**src/rtl/multi_cycle_mips.sv**
```systemverilog
// Multi-cycle MIPS subset core: FETCH/DECODE/EXEC/MEM/WB with handshaked
// instruction fetch and data-memory access, one retire pulse per instruction.
module multi_cycle_mips #(
  parameter int          ADDR_W   = 7,
  parameter logic [31:0] RESET_PC = 32'h0000_0000,
  parameter int          NREG     = 32
) (
  input  logic              clk,
  input  logic              rst,
  output logic [31:0]       IR_addr,
  output logic              IR_req,
  input  logic [31:0]       IR,
  input  logic              IR_ack,
  output logic              CEN,
  output logic              WEN,
  output logic              OEN,
  output logic [ADDR_W-1:0] A,
  output logic [31:0]       Data2Mem,
  input  logic [31:0]       ReadDataMem,
  input  logic              mem_ack,
  output logic              retire
);

  localparam logic [5:0] OP_R    = 6'h00;
  localparam logic [5:0] OP_J    = 6'h02;
  localparam logic [5:0] OP_BEQ  = 6'h04;
  localparam logic [5:0] OP_ADDI = 6'h08;
  localparam logic [5:0] OP_LW   = 6'h23;
  localparam logic [5:0] OP_SW   = 6'h2B;

  localparam logic [5:0] F_ADD = 6'h20;
  localparam logic [5:0] F_SUB = 6'h22;
  localparam logic [5:0] F_AND = 6'h24;
  localparam logic [5:0] F_OR  = 6'h25;
  localparam logic [5:0] F_SLT = 6'h2A;

  typedef enum logic [2:0] {FETCH, DECODE, EXEC, MEM, WB} state_t;

  state_t state, state_nxt;

  logic [31:0] pc, ir;
  logic [31:0] rs_val, rt_val, simm;
  logic [31:0] alu_out, alu_res, mdr;
  logic [31:0] rs_rd, rt_rd;
  logic [31:0] wr_data;
  logic [4:0]  wr_idx;
  logic        rf_we;

  // Register 0 has no storage; it is synthesized as a constant zero read.
  logic [NREG-1:1][31:0] regs;

  logic [5:0] op, funct;
  logic [4:0] rs, rt, rd;
  logic       is_r_ok, is_addi, is_lw, is_sw, is_beq, is_j;
  logic       unused_shamt;

  assign op    = ir[31:26];
  assign rs    = ir[25:21];
  assign rt    = ir[20:16];
  assign rd    = ir[15:11];
  assign funct = ir[5:0];
  assign unused_shamt = ^ir[10:6];

  always_comb begin
    is_r_ok = 1'b0;
    if (op == OP_R) begin
      case (funct)
        F_ADD, F_SUB, F_AND, F_OR, F_SLT: is_r_ok = 1'b1;
        default:                          is_r_ok = 1'b0;
      endcase
    end
  end

  assign is_addi = (op == OP_ADDI);
  assign is_lw   = (op == OP_LW);
  assign is_sw   = (op == OP_SW);
  assign is_beq  = (op == OP_BEQ);
  assign is_j    = (op == OP_J);

  // Specifiers at or above NREG fall through and read as zero.
  always_comb begin
    rs_rd = '0;
    rt_rd = '0;
    for (int i = 1; i < NREG; i++) begin
      if (rs == 5'(i)) rs_rd = regs[i];
      if (rt == 5'(i)) rt_rd = regs[i];
    end
  end

  always_comb begin
    alu_res = rs_val + simm;
    if (op == OP_R) begin
      case (funct)
        F_ADD:   alu_res = rs_val + rt_val;
        F_SUB:   alu_res = rs_val - rt_val;
        F_AND:   alu_res = rs_val & rt_val;
        F_OR:    alu_res = rs_val | rt_val;
        F_SLT:   alu_res = {31'b0, $signed(rs_val) < $signed(rt_val)};
        default: alu_res = rs_val + simm;
      endcase
    end
  end

  assign wr_idx  = (op == OP_R) ? rd : rt;
  assign wr_data = is_lw ? mdr : alu_out;

  always_comb begin
    state_nxt = state;
    IR_req    = 1'b0;
    CEN       = 1'b1;
    WEN       = 1'b1;
    OEN       = 1'b1;
    retire    = 1'b0;
    rf_we     = 1'b0;
    case (state)
      FETCH: begin
        IR_req = 1'b1;
        if (IR_ack) state_nxt = DECODE;
      end
      DECODE: state_nxt = EXEC;
      EXEC: begin
        if (is_r_ok || is_addi)  state_nxt = WB;
        else if (is_lw || is_sw) state_nxt = MEM;
        else begin
          // beq, j and anything unrecognised complete here
          retire    = 1'b1;
          state_nxt = FETCH;
        end
      end
      MEM: begin
        CEN = 1'b0;
        OEN = ~is_lw;
        WEN = is_lw;
        if (mem_ack) begin
          if (is_lw) state_nxt = WB;
          else begin
            retire    = 1'b1;
            state_nxt = FETCH;
          end
        end
      end
      WB: begin
        retire    = 1'b1;
        rf_we     = 1'b1;
        state_nxt = FETCH;
      end
      default: state_nxt = FETCH;
    endcase
    // Reset aborts in flight: no request, no access, no retire, no write.
    if (rst) begin
      IR_req = 1'b0;
      CEN    = 1'b1;
      WEN    = 1'b1;
      OEN    = 1'b1;
      retire = 1'b0;
      rf_we  = 1'b0;
    end
  end

  always_ff @(posedge clk) begin
    if (rst) begin
      state   <= FETCH;
      pc      <= RESET_PC;
      ir      <= '0;
      regs    <= '0;
      rs_val  <= '0;
      rt_val  <= '0;
      simm    <= '0;
      alu_out <= '0;
      mdr     <= '0;
    end else begin
      state <= state_nxt;
      case (state)
        FETCH: begin
          if (IR_ack) begin
            ir <= IR;
            pc <= pc + 32'd4;
          end
        end
        DECODE: begin
          rs_val <= rs_rd;
          rt_val <= rt_rd;
          simm   <= {{16{ir[15]}}, ir[15:0]};
        end
        EXEC: begin
          alu_out <= alu_res;
          if (is_beq && (rs_val == rt_val)) pc <= pc + {simm[29:0], 2'b00};
          if (is_j) pc <= {pc[31:28], ir[25:0], 2'b00};
        end
        MEM: begin
          if (mem_ack && is_lw) mdr <= ReadDataMem;
        end
        WB: begin
          for (int i = 1; i < NREG; i++)
            if (rf_we && (wr_idx == 5'(i))) regs[i] <= wr_data;
        end
        default: ;
      endcase
    end
  end

  assign IR_addr  = pc;
  assign A        = alu_out[ADDR_W+1:2];
  assign Data2Mem = rt_val;

endmodule

```
**config.mk**
```make
export PLATFORM = sky130hd
export DESIGN_NAME = multi_cycle_mips
export DESIGN_NICKNAME = d
export VERILOG_FILES = /design/src/rtl/multi_cycle_mips.sv
export SDC_FILE = /design/constraint.sdc
export NUM_CORES = 2
export LEC_CHECK = 0
export CAP_MARGIN = 0
export CORE_MARGIN = 4
export CORE_UTILIZATION = 45
export DETAILED_ROUTE_END_ITERATION = 10
export HOLD_SLACK_MARGIN = 0.15
export PLACE_DENSITY_LB_ADDON = 0.2
export SYNTH_ARGS = -nofsm -noshare
export SYNTH_HDL_FRONTEND = slang
export SYNTH_SLANG_ARGS = --single-unit
```
**constraint.sdc**
```tcl
create_clock -name clk -period 6.5 [get_ports clk]
set_input_delay 0.975 -clock clk [delete_from_list [all_inputs] [get_ports clk]]
set_output_delay 0.975 -clock clk [all_outputs]
set_load 0.005 [all_outputs]
```
== After elaboration in Yosys (flattened, before gate mapping) ==
Index checks and enable logic that the tools add are counted.
Storage, ports and cells
  register bits after elaboration: 1203
  bits of input ports: 68
  output and inout port bits: 76
  word-level logic and storage cells: 331
Operators by class
  $add $sub $neg: 5
  magnitude comparators: 1
  eq/ne operators: 113
  multiplexer cells: 94
  bitwise gates (word level): 3
  reductions and logical operators: 75
Operators by type and width (count)
  2-to-1 mux 32 bit: 67
  == test 5 bit, second input constant: 48
  one-hot mux 32 bit (5 select lines): 1
  == test 5 x 4 -> 1 bit, second input constant: 24
  adder 32 bit: 3
  AND reduction 2 bit: 34
  one-hot mux 32 bit (2 select lines): 1
  == test 5 x 3 -> 1 bit, second input constant: 12
  == test 6 bit, second input constant: 7
  logical AND 1 bit: 33
  adder 32 x 3 -> 32 bit, second input constant: 1
  bitwise AND 32 bit: 1
  == test 32 bit: 1
  less-than comparator 32 bit: 1
  bitwise OR 32 bit: 1
  subtractor 32 bit: 1
  == test 5 x 2 -> 1 bit, second input constant: 6
  2-to-1 mux 1 bit: 17
  == test 5 x 1 -> 1 bit, second input constant: 3
  2-to-1 mux 3 bit: 4
  one-hot mux 3 bit (4 select lines): 1
  inequality test 2 bit, second input constant: 4
  == test 3 x 2 -> 1 bit, second input constant: 2
  == test 6 x 2 -> 1 bit, second input constant: 1
  other kinds (16): 17

== Depth between registers and ports, before layout ==
  word-level depth: 32
  gate-level depth with buffers: 15
  gate-level depth less buffers: 14

== Worst setup path before layout ==
OpenSTA, ideal clock, no wires.
  path type: register -> register
  start: reg simm[15] (netlist name)
  end: reg alu_out[30]
  library setup time: 0.117 ns
  arrival: 3.077 ns
  data required time: 6.383 ns
  slack: 3.306 ns
  stages on the path, launching flop included: 12
  buffers on the path: 0
  clock period less this slack: 3.194 ns
  path through: dfxtp_1 ha_1 a21o_1 nor4_1 a221oi_1 a21oi_1 o31ai_1 o311ai_0 nand2_1 o21ai_0 nand2_1 a32o_1
On the way
  cells in the longest elaborated chain, start to end: 3
RTL lines
  adder 32 bit *: line 91, 99
  one-hot mux 32 bit (5 select lines): line 93  | case (funct)
  2-to-1 mux 32 bit *: line 92  | if (op == OP_R) begin
  end signal, assigned: line 186  | alu_out <= alu_res;
  end, declared: line 43  | logic [31:0] alu_out, alu_res, mdr;
Mark *: on every way between the ends. The rest lies on a longest branch, timed or not.
A chain may end at the register's enable or synchronous reset.

== Worst setup path in the final report ==
  start: reg ir[19]
  end: reg rt_val[20] (netlist: Data2Mem[20])
On the way
  cells in the longest elaborated chain, start to end: 32
  elaborated cells on any way between the ends: 62
  classes of those cells: eq/ne (31); mux (31)
RTL lines
  start, declared: line 41  | logic [31:0] pc, ir;
  start signal, assigned: line 164  | ir <= '0;
  start signal, assigned: line 176  | ir <= IR;
  == test 5 x 1 -> 1 bit: line 86  | if (rt == 5'(i)) rt_rd = regs[i];
  2-to-1 mux 32 bit (30 in series): line 86
  2-to-1 mux 32 bit *: line 86
  end signal, assigned: line 182  | rt_val <= rt_rd;
  end, declared: line 42  | logic [31:0] rs_val, rt_val, simm;
Marks and branches as above.

==> flow_summary.yaml <==
outcome:
  status: "finished, violations left"
  violations: "capacitance limit, slew limit"
hold_path:
  hold_end: "simm[8]"
  hp-start: "ir[8]"
  min_path_cells: 2
  hold_class: "reg -> reg"
timing:
  setup_slack_ns: 0.5219
  skew_ns: 0.03137
  maxSlewViolCount: 7
  fin_crit_sh: 0.9197
  fin_crit_ns: 5.978
  rsz0062_at_grt: "false"
  totalNegativeSetupSlack_ns: 0
  max-slew-margin-rel: -0.1253
  fmax_ghz: 0.1673
  worstMarginPinSlew_ns: 1.688
  setup_violations: 0
  hold_violations: 0
yosys:
  async_flop_share: 0
  ys.flop_type: "dfxtp_1"
  synth_cells: 8044
  synth_top_area_frac: 0.3762
  postSynthAreaPerCell_um2: 7.946
  synth_cell_types: 107
  netlist_area_mm2: 0.06392
  synth_edf_count: 0
  yosysSeqAreaShare: 0.3762
  yosys.area.top_type: "dfxtp_1"
  ys_top_cells_by_area: "dfxtp_1, a211oi_1, nor2_1"
  yosys_warnings: 0
  ys_ff_latch: 1201
setup_path:
  cp-end-kind: "register"
  r2r_start: "ir[19]"
  path_class: "reg -> reg"
  slowest_delay_ns: 1.09
  r2r-end: "Data2Mem[20]"
  crit_family: "simple AND/OR/NAND/NOR gates"
  reg2reg_depth: 11
  slowest_stage: "nor2_1"
  crit_path_start: "ir[19]"
  regToRegSetupSlack_ns: 0.52
  critPathMaxFanout: 16
  crit_buf_inv: 0
  arrival_ns: 6.66
  startpoint_type: "register"
  crit_required_ns: 7.18
  cp_cell_sequence: "nor2b_1 -> nand2b_1 -> nor2_1 -> nor2_1 -> nand4_1 -> o221ai_1 -> a31oi_1 -> o21ai_0 -> a21oi_1 -> o21ai_0 -> a221oi_1"
layout:
  n_fill_cell: 13590
  mostFrequentLayoutCells: "nor2_1, dfxtp_1, a211oi_1, nand2_1, a21oi_1"
  final_common_cell: "nor2_1"
  fin_nets: 8044
  drive_gt1_frac: 0.09247
  synthToLayoutAreaGrowth_pct: 12.39
clocking:
  cts_setup_buffers: 0
  cts_tree: "yes"
  clock-sinks: 1201
  clk_pin_slew_worst_paths_ns: 0.06
  cts_buffers: 137
  cts_resized: 0
  h-tree-depth: 4
  postCtsHoldBufs: 0
  cts-root-buf: "clkbuf_16"
  clockBufferDepth: 3
  insertion_delay_ns: 0.80
grt:
  antenna_found_initial: 14
  grt_pass1_wl_um: 450200
  grt_max_degree: 193
  grt_overflow_total: 0
  grt_usage: 0.4108
  grt_pass1_vias: 61900
route:
  vias: 68640
  routed_wl_um: 318400
  drt_pass1_iterations: 8
  first_iter_violations: 11360
  drc: 0
  routedWlPerCell_um: 32.44
  ant_nets: 0
  via_per_inst: 6.994
power_and_ir_drop:
  leakage_nw: 23.14
  power_mw: 17.41
  irDropWorstVdd_mv: 0.2388
  powerDensity_mw_per_mm2: 242.4
place:
  gp_congestion: 1.018
  port-buffer-count: 141
  dp_hpwl_um: 218800
  pre_cts_ws_ns: 0.9316
die:
  row_count: 138
  dieHeight_um: 384.9
  initial_core_util: 0.4520
  placeableCoreArea_mm2: 0.1414
  pin_count: 144
  fp.dieW_um: 384.9
  die-area_mm2: 0.1481
run:
  cap_violations: 4
how the worst max path moves through the flow:
stage	slack, ns	end	depth (start not counted)
2_1_floorplan	3.31	alu_out[30]	11
3_3_place_gp	0.99	Data2Mem[20]	11
3_5_place_dp	0.93	Data2Mem[20]	11
4_1_cts	0.91	Data2Mem[20]	11
5_1_grt	0.64	Data2Mem[8]	10
6_report	0.52	Data2Mem[20]	11
flip-flops by register name (all words and copies together), names as in the netlist:
register,cells
mdr,32
alu_out,32
ir,32
IR_addr,30
rs_val,32
Data2Mem,32
regs,992
simm,16
state,3
report_power, final:
group | switching, mW | internal (mW) | total (mW)
registers | 0.129 | 7.41 | 7.54
logic | 1.52 | 0.575 | 2.09
clock network | 3.36 | 4.42 | 7.78
final cells by class:
class,count,area (um^2),share of cell area
well taps,1890,2365,0.03292
inverters,118,442.9,0.006166
clock inverters,39,435.4,0.006061
flip-flops and latches,1201,24060,0.3349
repair buffers,427,3664,0.05100
diodes,9,22.52,0.0003135
clock buffers,201,3975,0.05533
multi-input cells,5930,36870,0.5133
cell usage after synthesis, types with 53 or more instances:
cell / n
a211oi_1: 1062
a21oi_1: 481
mux2i_1: 104
nand3_1: 100
a22oi_1: 148
buf_2: 128
dfxtp_1: 1201
mux2_2: 63
o221ai_1: 115
xnor2_1: 53
o21ai_0: 435
ha_1: 157
nor3_1: 117
inv_1: 118
a31oi_1: 60
nor2_1: 1420
clkbuf_1: 615
nand2_1: 506
o22ai_1: 254
a221oi_1: 161
logic make-up (layout without fill, tap and decap cells):
kind of cell / after synthesis / in the layout / synth area share
other: 1 / 11 / 0.00005867
adders and majority gates: 161 / 161 / 0.03199
xor gates and xnor gates: 76 / 76 / 0.01041
and+or+nand+nor: 2411 / 2411 / 0.1586
muxes: 173 / 173 / 0.02950
AOI/OAI and AO/OA: 3107 / 3107 / 0.3349
buffers and inverters: 914 / 785 / 0.05843
DFF: 1201 / 1201 / 0.3762
per-layer routing:
| metal | global-route usage | vias up | share of wire |
|---|---|---|---|
| met3 | 0.1412 | 1193 | 0.14 |
| met1 | 0.5388 | 32560 | 0.38 |
| li1 | - | 29530 | - |
| met5 | 0 | - | 0.00015 |
| met4 | 0.2435 | 8 | 0.071 |
| met2 | 0.5804 | 5349 | 0.40 |
worst reg2reg max path, stage by stage, from the launching register on:
cell and delay (ns):
dfxtp_1 0.76, nor2b_1 0.68, nand2b_1 0.62, nor2_1 1.09, nor2_1 0.35, nand4_1 0.22, o221ai_1 0.23, a31oi_1 0.43
o21ai_0 0.17, a21oi_1 0.50, o21ai_0 0.43, a221oi_1 0.39
metrics by stage:
stage          area [um^2]  instances  utilization  hold WS, ns
3_3_place_gp         67380       9563       0.4765       0.4702
6_report             71840       9815       0.5080       0.4717
5_1_grt              71820       9808       0.5079       0.4966
4_1_cts              71790       9803       0.5077       0.4815
2_1_floorplan        63920       8045            -       0.4247
3_5_place_dp         67380       9563       0.4765       0.4761
Power figures use the tool's default switching activity.
